### src/rtl/mkio_pkg.sv
// Shared types and field definitions for the MKIO bus-controller sequencer.
package mkio_pkg;

  typedef enum logic [3:0] {
    S_IDLE,
    S_SCAN,
    S_LOAD_CMD,
    S_SEND_CMD,
    S_TX_WAIT,
    S_FETCH,
    S_SEND_DATA,
    S_RESP_WAIT,
    S_LOG,
    S_DONE
  } state_t;

  localparam int CMD_ADDR_HI = 15;
  localparam int CMD_ADDR_LO = 11;
  localparam int CMD_TR      = 10;
  localparam int CMD_SUB_HI  = 9;
  localparam int CMD_SUB_LO  = 5;
  localparam int CMD_CNT_HI  = 4;
  localparam int CMD_CNT_LO  = 0;
  localparam int STAT_ME_BIT = 10;

  localparam logic [4:0] BROADCAST_ADDR = 5'd31;

  localparam int ERR_TIMEOUT = 0;
  localparam int ERR_PARITY  = 1;
  localparam int ERR_ADDR    = 2;
  localparam int ERR_MSG     = 3;

  // A count field of zero means a full 32-word message.
  function automatic logic [5:0] decode_count(input logic [4:0] cnt);
    return (cnt == 5'd0) ? 6'd32 : {1'b0, cnt};
  endfunction

endpackage

### src/rtl/mkio_cmd_table.sv
// Command-word table: one 16-bit entry per slot, synchronous write, asynchronous read.
module mkio_cmd_table #(
  parameter int NUM_SLOTS = 4,
  localparam int SW = $clog2(NUM_SLOTS)
) (
  input  logic          clk,
  input  logic          we,
  input  logic [SW-1:0] wr_slot,
  input  logic [15:0]   wr_data,
  input  logic [SW-1:0] rd_slot,
  output logic [15:0]   rd_data
);

  logic [15:0] mem [NUM_SLOTS];

  always_ff @(posedge clk) begin
    if (we) mem[wr_slot] <= wr_data;
  end

  assign rd_data = mem[rd_slot];

endmodule

### src/rtl/mkio_bc_sched.sv
// MKIO bus-controller sequencer: walks the command table and runs BC->RT transfers.
// Optional single retry of failed slots is enabled by defining MKIO_BC_RETRY_EN.
module mkio_bc_sched
  import mkio_pkg::*;
#(
  parameter int         NUM_SLOTS    = 4,
  parameter logic [7:0] RESP_TIMEOUT = 8'd40,
  localparam int        SW           = $clog2(NUM_SLOTS)
) (
  input  logic                 clk,
  input  logic                 reset,
  input  logic                 start,
  input  logic [NUM_SLOTS-1:0] slot_en,
  input  logic                 cfg_we,
  input  logic [SW-1:0]        cfg_slot,
  input  logic [15:0]          cfg_cmd,
  output logic [SW+4:0]        dmem_addr,
  input  logic [15:0]          dmem_data,
  output logic [15:0]          tx_data,
  output logic                 tx_cd,
  output logic                 tx_ready,
  input  logic                 tx_busy,
  input  logic                 rx_done,
  input  logic [15:0]          rx_data,
  input  logic                 p_error,
  output logic                 st_valid,
  output logic [SW-1:0]        st_slot,
  output logic [15:0]          st_word,
  output logic [3:0]           st_err,
  output logic                 busy,
  output logic                 done
);

  state_t               state;
  logic [NUM_SLOTS-1:0] mask;
  logic [SW-1:0]        slot;
  logic [SW-1:0]        scan_slot;
  logic                 scan_found;
  logic [15:0]          cmd;
  logic [15:0]          tbl_cmd;
  logic [5:0]           remaining;
  logic [4:0]           idx;
  logic [7:0]           timer;
  logic                 seen_busy;
  logic                 res_hit;
  logic [3:0]           res_err;
  logic [15:0]          res_word;
`ifdef MKIO_BC_RETRY_EN
  logic                 retried;
`endif

  mkio_cmd_table #(.NUM_SLOTS(NUM_SLOTS)) u_table (
    .clk     (clk),
    .we      (cfg_we & ~busy),
    .wr_slot (cfg_slot),
    .wr_data (cfg_cmd),
    .rd_slot (slot),
    .rd_data (tbl_cmd)
  );

  assign dmem_addr = {slot, idx};
  assign st_slot   = slot;

  // Lowest enabled slot at or above the current one.
  always_comb begin
    scan_found = 1'b0;
    scan_slot  = '0;
    for (int i = NUM_SLOTS - 1; i >= 0; i--) begin
      if (mask[i] && (i >= int'(slot))) begin
        scan_found = 1'b1;
        scan_slot  = SW'(i);
      end
    end
  end

  // A status word arriving on the timeout cycle wins over the timeout.
  always_comb begin
    res_hit  = rx_done || (timer == RESP_TIMEOUT);
    res_err  = 4'd0;
    res_word = 16'd0;
    if (rx_done) begin
      res_word          = rx_data;
      res_err[ERR_PARITY] = p_error;
      res_err[ERR_ADDR]   = (rx_data[CMD_ADDR_HI:CMD_ADDR_LO] != cmd[CMD_ADDR_HI:CMD_ADDR_LO]);
      res_err[ERR_MSG]    = rx_data[STAT_ME_BIT];
    end else begin
      res_err[ERR_TIMEOUT] = 1'b1;
    end
  end

  // Encoder handshake: tx_ready is a one-clock strobe issued only while tx_busy is low;
  // a word is complete once tx_busy has been seen high and then low again.
  always_ff @(posedge clk) begin
    if (!reset) begin
      state     <= S_IDLE;
      mask      <= '0;
      slot      <= '0;
      cmd       <= '0;
      remaining <= '0;
      idx       <= '0;
      timer     <= '0;
      seen_busy <= 1'b0;
      tx_data   <= '0;
      tx_cd     <= 1'b0;
      tx_ready  <= 1'b0;
      st_valid  <= 1'b0;
      st_word   <= '0;
      st_err    <= '0;
      busy      <= 1'b0;
      done      <= 1'b0;
`ifdef MKIO_BC_RETRY_EN
      retried   <= 1'b0;
`endif
    end else begin
      tx_ready <= 1'b0;
      st_valid <= 1'b0;
      done     <= 1'b0;
      case (state)
        S_IDLE: if (start) begin
          mask  <= slot_en;
          slot  <= '0;
          busy  <= 1'b1;
          state <= S_SCAN;
        end
        S_SCAN: if (scan_found) begin
          slot  <= scan_slot;
          state <= S_LOAD_CMD;
        end else begin
          done  <= 1'b1;
          state <= S_DONE;
        end
        S_LOAD_CMD: begin
          cmd       <= tbl_cmd;
          idx       <= '0;
          remaining <= decode_count(tbl_cmd[CMD_CNT_HI:CMD_CNT_LO]);
`ifdef MKIO_BC_RETRY_EN
          retried   <= 1'b0;
`endif
          if (tbl_cmd[CMD_TR]) begin
            st_valid <= 1'b1;
            st_word  <= 16'hFFFF;
            st_err   <= 4'd0;
            state    <= S_LOG;
          end else begin
            state <= S_SEND_CMD;
          end
        end
        S_SEND_CMD: if (!tx_busy) begin
          tx_ready  <= 1'b1;
          tx_cd     <= 1'b1;
          tx_data   <= cmd;
          seen_busy <= 1'b0;
          state     <= S_TX_WAIT;
        end
        S_TX_WAIT: if (tx_busy) begin
          seen_busy <= 1'b1;
        end else if (seen_busy) begin
          if (remaining != 6'd0) begin
            state <= S_FETCH;
          end else if (cmd[CMD_ADDR_HI:CMD_ADDR_LO] == BROADCAST_ADDR) begin
            st_valid <= 1'b1;
            st_word  <= 16'd0;
            st_err   <= 4'd0;
            state    <= S_LOG;
          end else begin
            timer <= '0;
            state <= S_RESP_WAIT;
          end
        end
        S_FETCH: state <= S_SEND_DATA;
        S_SEND_DATA: if (!tx_busy) begin
          tx_ready  <= 1'b1;
          tx_cd     <= 1'b0;
          tx_data   <= dmem_data;
          idx       <= idx + 5'd1;
          remaining <= remaining - 6'd1;
          seen_busy <= 1'b0;
          state     <= S_TX_WAIT;
        end
        S_RESP_WAIT: begin
          timer <= timer + 8'd1;
          if (res_hit) begin
`ifdef MKIO_BC_RETRY_EN
            if ((res_err != 4'd0) && !retried) begin
              retried   <= 1'b1;
              idx       <= '0;
              remaining <= decode_count(cmd[CMD_CNT_HI:CMD_CNT_LO]);
              state     <= S_SEND_CMD;
            end else begin
              st_valid <= 1'b1;
              st_word  <= res_word;
              st_err   <= res_err;
              state    <= S_LOG;
            end
`else
            st_valid <= 1'b1;
            st_word  <= res_word;
            st_err   <= res_err;
            state    <= S_LOG;
`endif
          end
        end
        S_LOG: if (slot == SW'(NUM_SLOTS - 1)) begin
          done  <= 1'b1;
          state <= S_DONE;
        end else begin
          slot  <= slot + 1'b1;
          state <= S_SCAN;
        end
        S_DONE: begin
          busy  <= 1'b0;
          state <= S_IDLE;
        end
        default: state <= S_IDLE;
      endcase
    end
  end

endmodule

### config.mk
export PLATFORM = sky130hd
export DESIGN_NAME = mkio_bc_sched
export DESIGN_NICKNAME = d
export VERILOG_FILES = /design/src/rtl/mkio_pkg.sv /design/src/rtl/mkio_cmd_table.sv /design/src/rtl/mkio_bc_sched.sv
export SDC_FILE = /design/constraint.sdc
export NUM_CORES = 1
export LEC_CHECK = 0
export BUFFER_PORTS_ARGS = -buffer_cell sky130_fd_sc_hd__clkbuf_2
export CORE_UTILIZATION = 60
export DETAILED_ROUTE_END_ITERATION = 10
export GPL_TIMING_DRIVEN = 0
export PLACE_DENSITY = 0.84
export SYNTH_ARGS = -nofsm -noshare
export SYNTH_HDL_FRONTEND = slang
export SYNTH_SLANG_ARGS = --single-unit
### constraint.sdc
create_clock -name clk -period 3.9 [get_ports clk]
set_input_delay 0.78 -clock clk [delete_from_list [all_inputs] [get_ports clk]]
set_output_delay 0.78 -clock clk [all_outputs]
set_load 0.02 [all_outputs]
# After elaboration in Yosys (flattened, before gate mapping)

Memory sizes are Yosys's and may differ from the RTL's. A register that Yosys moved wholly into a read port is not among the register bits.
Index checks and enable logic that the tools add are counted.

Register bits: 87
RAM bits: 64
Memories kept: 1

Memories:

| memory      | words | width | read ports | clocked after Yosys merged registers in | write ports | RTL line             | text |
|---|---|---|---|---|---|---|---|
| u_table.mem | 4     | 16    | 1          | 1                                       | 1           | mkio_cmd_table.sv:14 | `logic [15:0] mem [NUM_SLOTS];` |

$add $sub $neg: 4
Magnitude comparators: 3
Eq/ne operators: 27
Multiplexer cells: 75
Bitwise gates (word level): 2
Reductions and logical operators: 25

Operator list:

| cell                | number |
|---|---|
| $mux 16             | 9 |
| $mux 4              | 16 |
| $pmux 16 s3         | 1 |
| $mux 8              | 4 |
| $pmux 16 s2         | 1 |
| $pmux 4 s8          | 1 |
| $ne 2x2->1 const B  | 14 |
| $mux 1              | 20 |
| $mux 2              | 9 |
| $eq 4x3->1 const B  | 4 |
| $pmux 8 s2          | 1 |
| $mux 6              | 2 |
| $pmux 4 s3          | 1 |
| $pmux 6 s2          | 1 |
| $pmux 5 s2          | 1 |
| $reduce_and 5->1    | 2 |
| $reduce_bool 2->1   | 5 |
| $add 8x1->8 const B | 1 |
| $eq 4x2->1 const B  | 2 |
| $eq 4x4->1 const B  | 2 |
| $eq 8x6->1 const B  | 1 |
| $pmux 1 s2          | 4 |
| $reduce_and 2->1    | 4 |
| $reduce_and 7->1    | 1 |
| 24 further kinds    | 29 |

# Logic depth before layout (Yosys ltp)

Depth after elaboration: 9
Gate-level depth with buffers: 9

# Hierarchy

From an unflattened synthesis, not the netlist that was laid out.

Cells, all modules: 618
Area, all modules: 6532.5 µm²

Modules (own cells, without submodules):

| module         | times used | cells an instance | area an instance (µm²) | seq. area each (µm²) |
|---|---|---|---|---|
| mkio_bc_sched  | 1          | 530               | 4155.2                 | 1741.7 |
| mkio_cmd_table | 1          | 88                | 2377.3                 | 1921.8 |

# Worst setup path before layout

OpenSTA, ideal clock, no wires.

Path kind: input-to-reg
Start point: input port cfg_we
End point: memory u_table.mem[0][0] (enable)
Library setup time: 0.413 ns
Data arrival time: 2.247 ns
Required time: 3.487 ns
Slack: 1.240 ns
Cell stages on the path: 2
Path through: nor2b_1 nor3b_1

Longest elaborated chain between the ends: 3

Ends and longest elaborated chain:

| item                         | RTL line             | text |
|---|---|---|
| start: declaration           | mkio_bc_sched.sv:14  | `input logic cfg_we,` |
| $and 1x1->1                  | mkio_bc_sched.sv:54  | `.we (cfg_we & ~busy),` |
| $mux 1                       | mkio_cmd_table.sv:17 | `if (we) mem[wr_slot] <= wr_data;` |
| $mux 1 (not written as such) | mkio_cmd_table.sv:17 |  |
| end: declaration             | mkio_cmd_table.sv:14 |  |

No other way between the ends.

# Worst setup path after layout

Start point: register state[0]
End point: register st_word[5]

Longest elaborated chain between the ends: 3
Elaborated cells between the ends (all ways): 12
Those cells by class: eq/ne: 9; mux: 1; reduce/logical: 2

Ends and longest elaborated chain:

| item                                                             | RTL line             | text |
|---|---|---|
| start: declaration                                               | mkio_bc_sched.sv:34  | `state_t state;` |
| start signal: assignment                                         | mkio_bc_sched.sv:95  | `state <= S_IDLE;` |
| start signal: assignment                                         | mkio_bc_sched.sv:123 | `state <= S_SCAN;` |
| start signal: assignment                                         | mkio_bc_sched.sv:127 | `state <= S_LOAD_CMD;` |
| $eq 4x3->1 or $eq 4x2->1 (tied branches)                         | mkio_bc_sched.sv:118 | `case (state)` |
| $ne 2x2->1 (no source line) or $reduce_bool 3->1 (tied branches) | -                    |  |
| $reduce_and 7->1 (no source line)                                | -                    |  |
| end signal: assignment                                           | mkio_bc_sched.sv:197 | `st_word <= res_word;` |
| end: declaration                                                 | mkio_bc_sched.sv:28  | `output logic [15:0] st_word,` |

Parallel ways exist; a longest one is shown, timed or not.
A chain may end at the register's enable or synchronous reset.

==> results.sh <==
export IMPL_status="completed"
export IMPL_cts_buffers=17
export IMPL_die_w_um=107
export IMPL_port_buffers=109
export IMPL_cts_root_buffer="clkbuf_8"
export IMPL_ys_async_sr_fraction_pct=0
export IMPL_hold_buffers=0
export IMPL_cts_tree="built"
export IMPL_post_cts_setup_buffers=0
export IMPL_synth_area_um2=6610
export IMPL_setup_viol=0
export IMPL_ir_worst_vdd_mv=0.585
export IMPL_synth_seq_cells=153
export IMPL_fin_nets=812
export IMPL_finClkSkew_ns=0.0120
export IMPL_num_fill_cells=673
export IMPL_finalHoldViolations=0
export IMPL_placementRows=37
export IMPL_tns_ns=0
export IMPL_post_layout_total_power_mw=4.74
export IMPL_final_layout_size_suffix_gt1_share_pct=24.9
export IMPL_antenna_found_initial=0
export IMPL_floorplan_die_area_um2=11400
export IMPL_min_from="cfg_cmd[1]"
export IMPL_layout_setup_ws_ns=1.31
export IMPL_period_minus_slack_ns=2.59
export IMPL_synth_edf_count=64
export IMPL_fmax_ghz=0.386
export IMPL_synth_compound_area_share_pct=13.9
export IMPL_crit_required_ns=4.28
export IMPL_globalplace_congestion=0.913
export IMPL_yosysSeqAreaShare_pct=56.0
export IMPL_drt_iter0_markers=453
export IMPL_drc=0
export IMPL_hpwl_um=11600
export IMPL_worstHoldPathCells=1
export IMPL_r2r_end="st_word[5]"
export IMPL_max_slew_margin_pct=39.6
export IMPL_fin_crit_sh_pct=66.5
export IMPL_area_delta_synth_final_pct=20.6
export IMPL_syn_instance_count=612
export IMPL_clk_pin_slew_ns=0.08
export IMPL_syn_area_per_cell_um2=10.8
export IMPL_r2r_cells=6
export IMPL_chipHeight_um=107
export IMPL_multiInputGateArea_um2=2680
export IMPL_clk_path_buf_depth=2
export IMPL_cts_max_level=4
export IMPL_yosysWarnings=0
export IMPL_synthAdderAreaFrac_pct=1.51
export IMPL_worstMarginPinSlew_ns=0.900
export IMPL_critPathLaunch="state[0]"
export IMPL_critPathCaptureType="register"
export IMPL_min_path_type="in -> reg"
export IMPL_core_area_um2=10500
export IMPL_ctsResizeCount=0
export IMPL_synth_cell_types=59
export IMPL_r2r_start="state[0]"
export IMPL_via_per_inst=5.96
export IMPL_rrSetupSlack_ns=1.31
export IMPL_dr_pass1_iters=5
export IMPL_pre_cts_ws_ns=1.22
export IMPL_ios=111
export IMPL_register_area_um2=3700
export IMPL_wl_per_cell_um=18.3
export IMPL_synth_nets=681
export IMPL_crit_type="reg -> reg"
export IMPL_grt_use_total_pct=30.2
export IMPL_hold_end="u_table.mem[1][1]"
export IMPL_grt_max_degree=18
export IMPL_slew_viol_final=0
export IMPL_maxCapViolations=0
export IMPL_rsz0062_at_grt="false"
export IMPL_grt_pass1_wl_um=25700
export IMPL_wl_um=16300
export IMPL_initial_core_util_pct=62.9
export IMPL_worstSetupStartpointType="register"
export IMPL_clk_insertion_delay_late_ns=0.54
export IMPL_cp_max_fo=10
export IMPL_grt_pass1_vias=5239
export IMPL_ant_nets=0
export IMPL_leakagePower_nw=2.91
export IMPL_synthSimpleGateAreaFrac_pct=16.5
export IMPL_numClockSinks=153
export IMPL_grt_ovfl_total=0
export IMPL_n_antenna_cell=0
export IMPL_synth_top_family_by_area="simple AND/OR/NAND/NOR gates"
export IMPL_synth_xor_area_share_pct=1.46
export IMPL_p_per_area_nw_per_um2=594
export IMPL_vias=5316
export IMPL_worstPathArrival_ns=2.97
export IMPL_synth_flop_cell="dfxtp_1"
export IMPL_synth_mux_area_share_pct=7.11
[through the flow]
step / utilization [%] / hold WS, ns / std cells / area (µm²)
after floorplan: - / 0.437 / 612 / 6610
after global placement: 69.7 / 0.443 / 857 / 7330
after detailed placement: 70.1 / 0.450 / 860 / 7370
after CTS: 75.9 / 0.442 / 892 / 7980
after global routing: 75.9 / 0.446 / 892 / 7980
final: 75.9 / 0.463 / 892 / 7980
[state kept, by name, summed over array words and instances (netlist names), named ones only]
register	count
remaining	6
state	4
st_valid	1
timer	8
st_err	4
st_slot	2
busy	1
mask	4
cmd	16
seen_busy	1
idx	5
tx_ready	1
u_table.mem	64
tx_data	16
tx_cd	1
done	1
st_word	16
[routing by layer]
| layer | vias to the layer above | part of all wire [%] | GRT usage, % |
|---|---|---|---|
| met3 | 32 | 6.7 | 6.69 |
| met4 | 0 | 2.2 | 13.3 |
| met5 | - | 0 | 0 |
| met1 | 2543 | 40 | 35.2 |
| li1 | 2505 | - | - |
| met2 | 236 | 51 | 53.1 |
[worst max path at each step]
| stage | end | depth (start not counted) |
|---|---|---|
| 3_3_place_gp | u_table.mem[0][5] | 3 |
| 6_report | st_word[5] | 6 |
| 3_5_place_dp | st_word[5] | 6 |
| 4_1_cts | st_word[5] | 6 |
| 2_1_floorplan | u_table.mem[0][0] | 2 |
| 5_1_grt | st_word[5] | 6 |
[report_power, final]
group	internal, mW	switching [mW]
clock network	0.949	0.729
logic	0.470	0.698
registers	1.81	0.0859
total	3.23	1.51
[layout make-up]
class / count / share of cell area, %
Sequential cell: 153 / 46.4
Multi-Input combinational cell: 405 / 33.6
Timing Repair Buffer: 112 / 7.26
Clock buffer: 17 / 5.19
Clock inverter: 15 / 2.46
Buffer: 43 / 2.38
Tap cell: 136 / 2.13
Inverter: 11 / 0.518
[placed cells by master, fill, tap and decap left out, types with 9 or more instances in the layout]
cell type / count
mux4_2: 16
edfxtp_1: 64
clkbuf_16: 16
a21oi_1: 46
a211oi_1: 17
nand3_1: 9
dfxtp_1: 89
clkbuf_2: 109
nand2b_1: 10
a211oi_2: 10
nor2_1: 65
a311oi_1: 18
nand2_1: 98
mux2i_1: 11
clkbuf_1: 27
o21ai_0: 10
inv_1: 10
[kinds of logic (layout without fill, tap and decap cells)]
logic type / count (synthesis) / after routing
simple gates: 232 / 232
flops: 153 / 153
compound gates: 127 / 127
buf+inv: 54 / 198
mux: 27 / 27
xor+xnor: 11 / 11
fa+ha+maj: 8 / 8
[critical path, cell delays in order (launching register included)]
cell       delay [ns]
dfxtp_1          0.29
buf_2            0.16
nor4b_4          0.60
a22oi_2          0.18
a2111oi_4        0.72
buf_2            0.36
a211oi_1         0.13
[synth_stat cells, types with 11 or more instances]
master / count / area, µm²
mux4_2: 16 / 360
edfxtp_1: 64 / 1920
a311oi_1: 18 / 158
dfxtp_1: 89 / 1780
clkbuf_1: 27 / 101
a21oi_1: 46 / 230
nor2_1: 65 / 244
a211oi_1: 17 / 128
nand2_1: 98 / 368
mux2i_1: 11 / 110
Note: power is estimated with default switching activity, not from simulation.
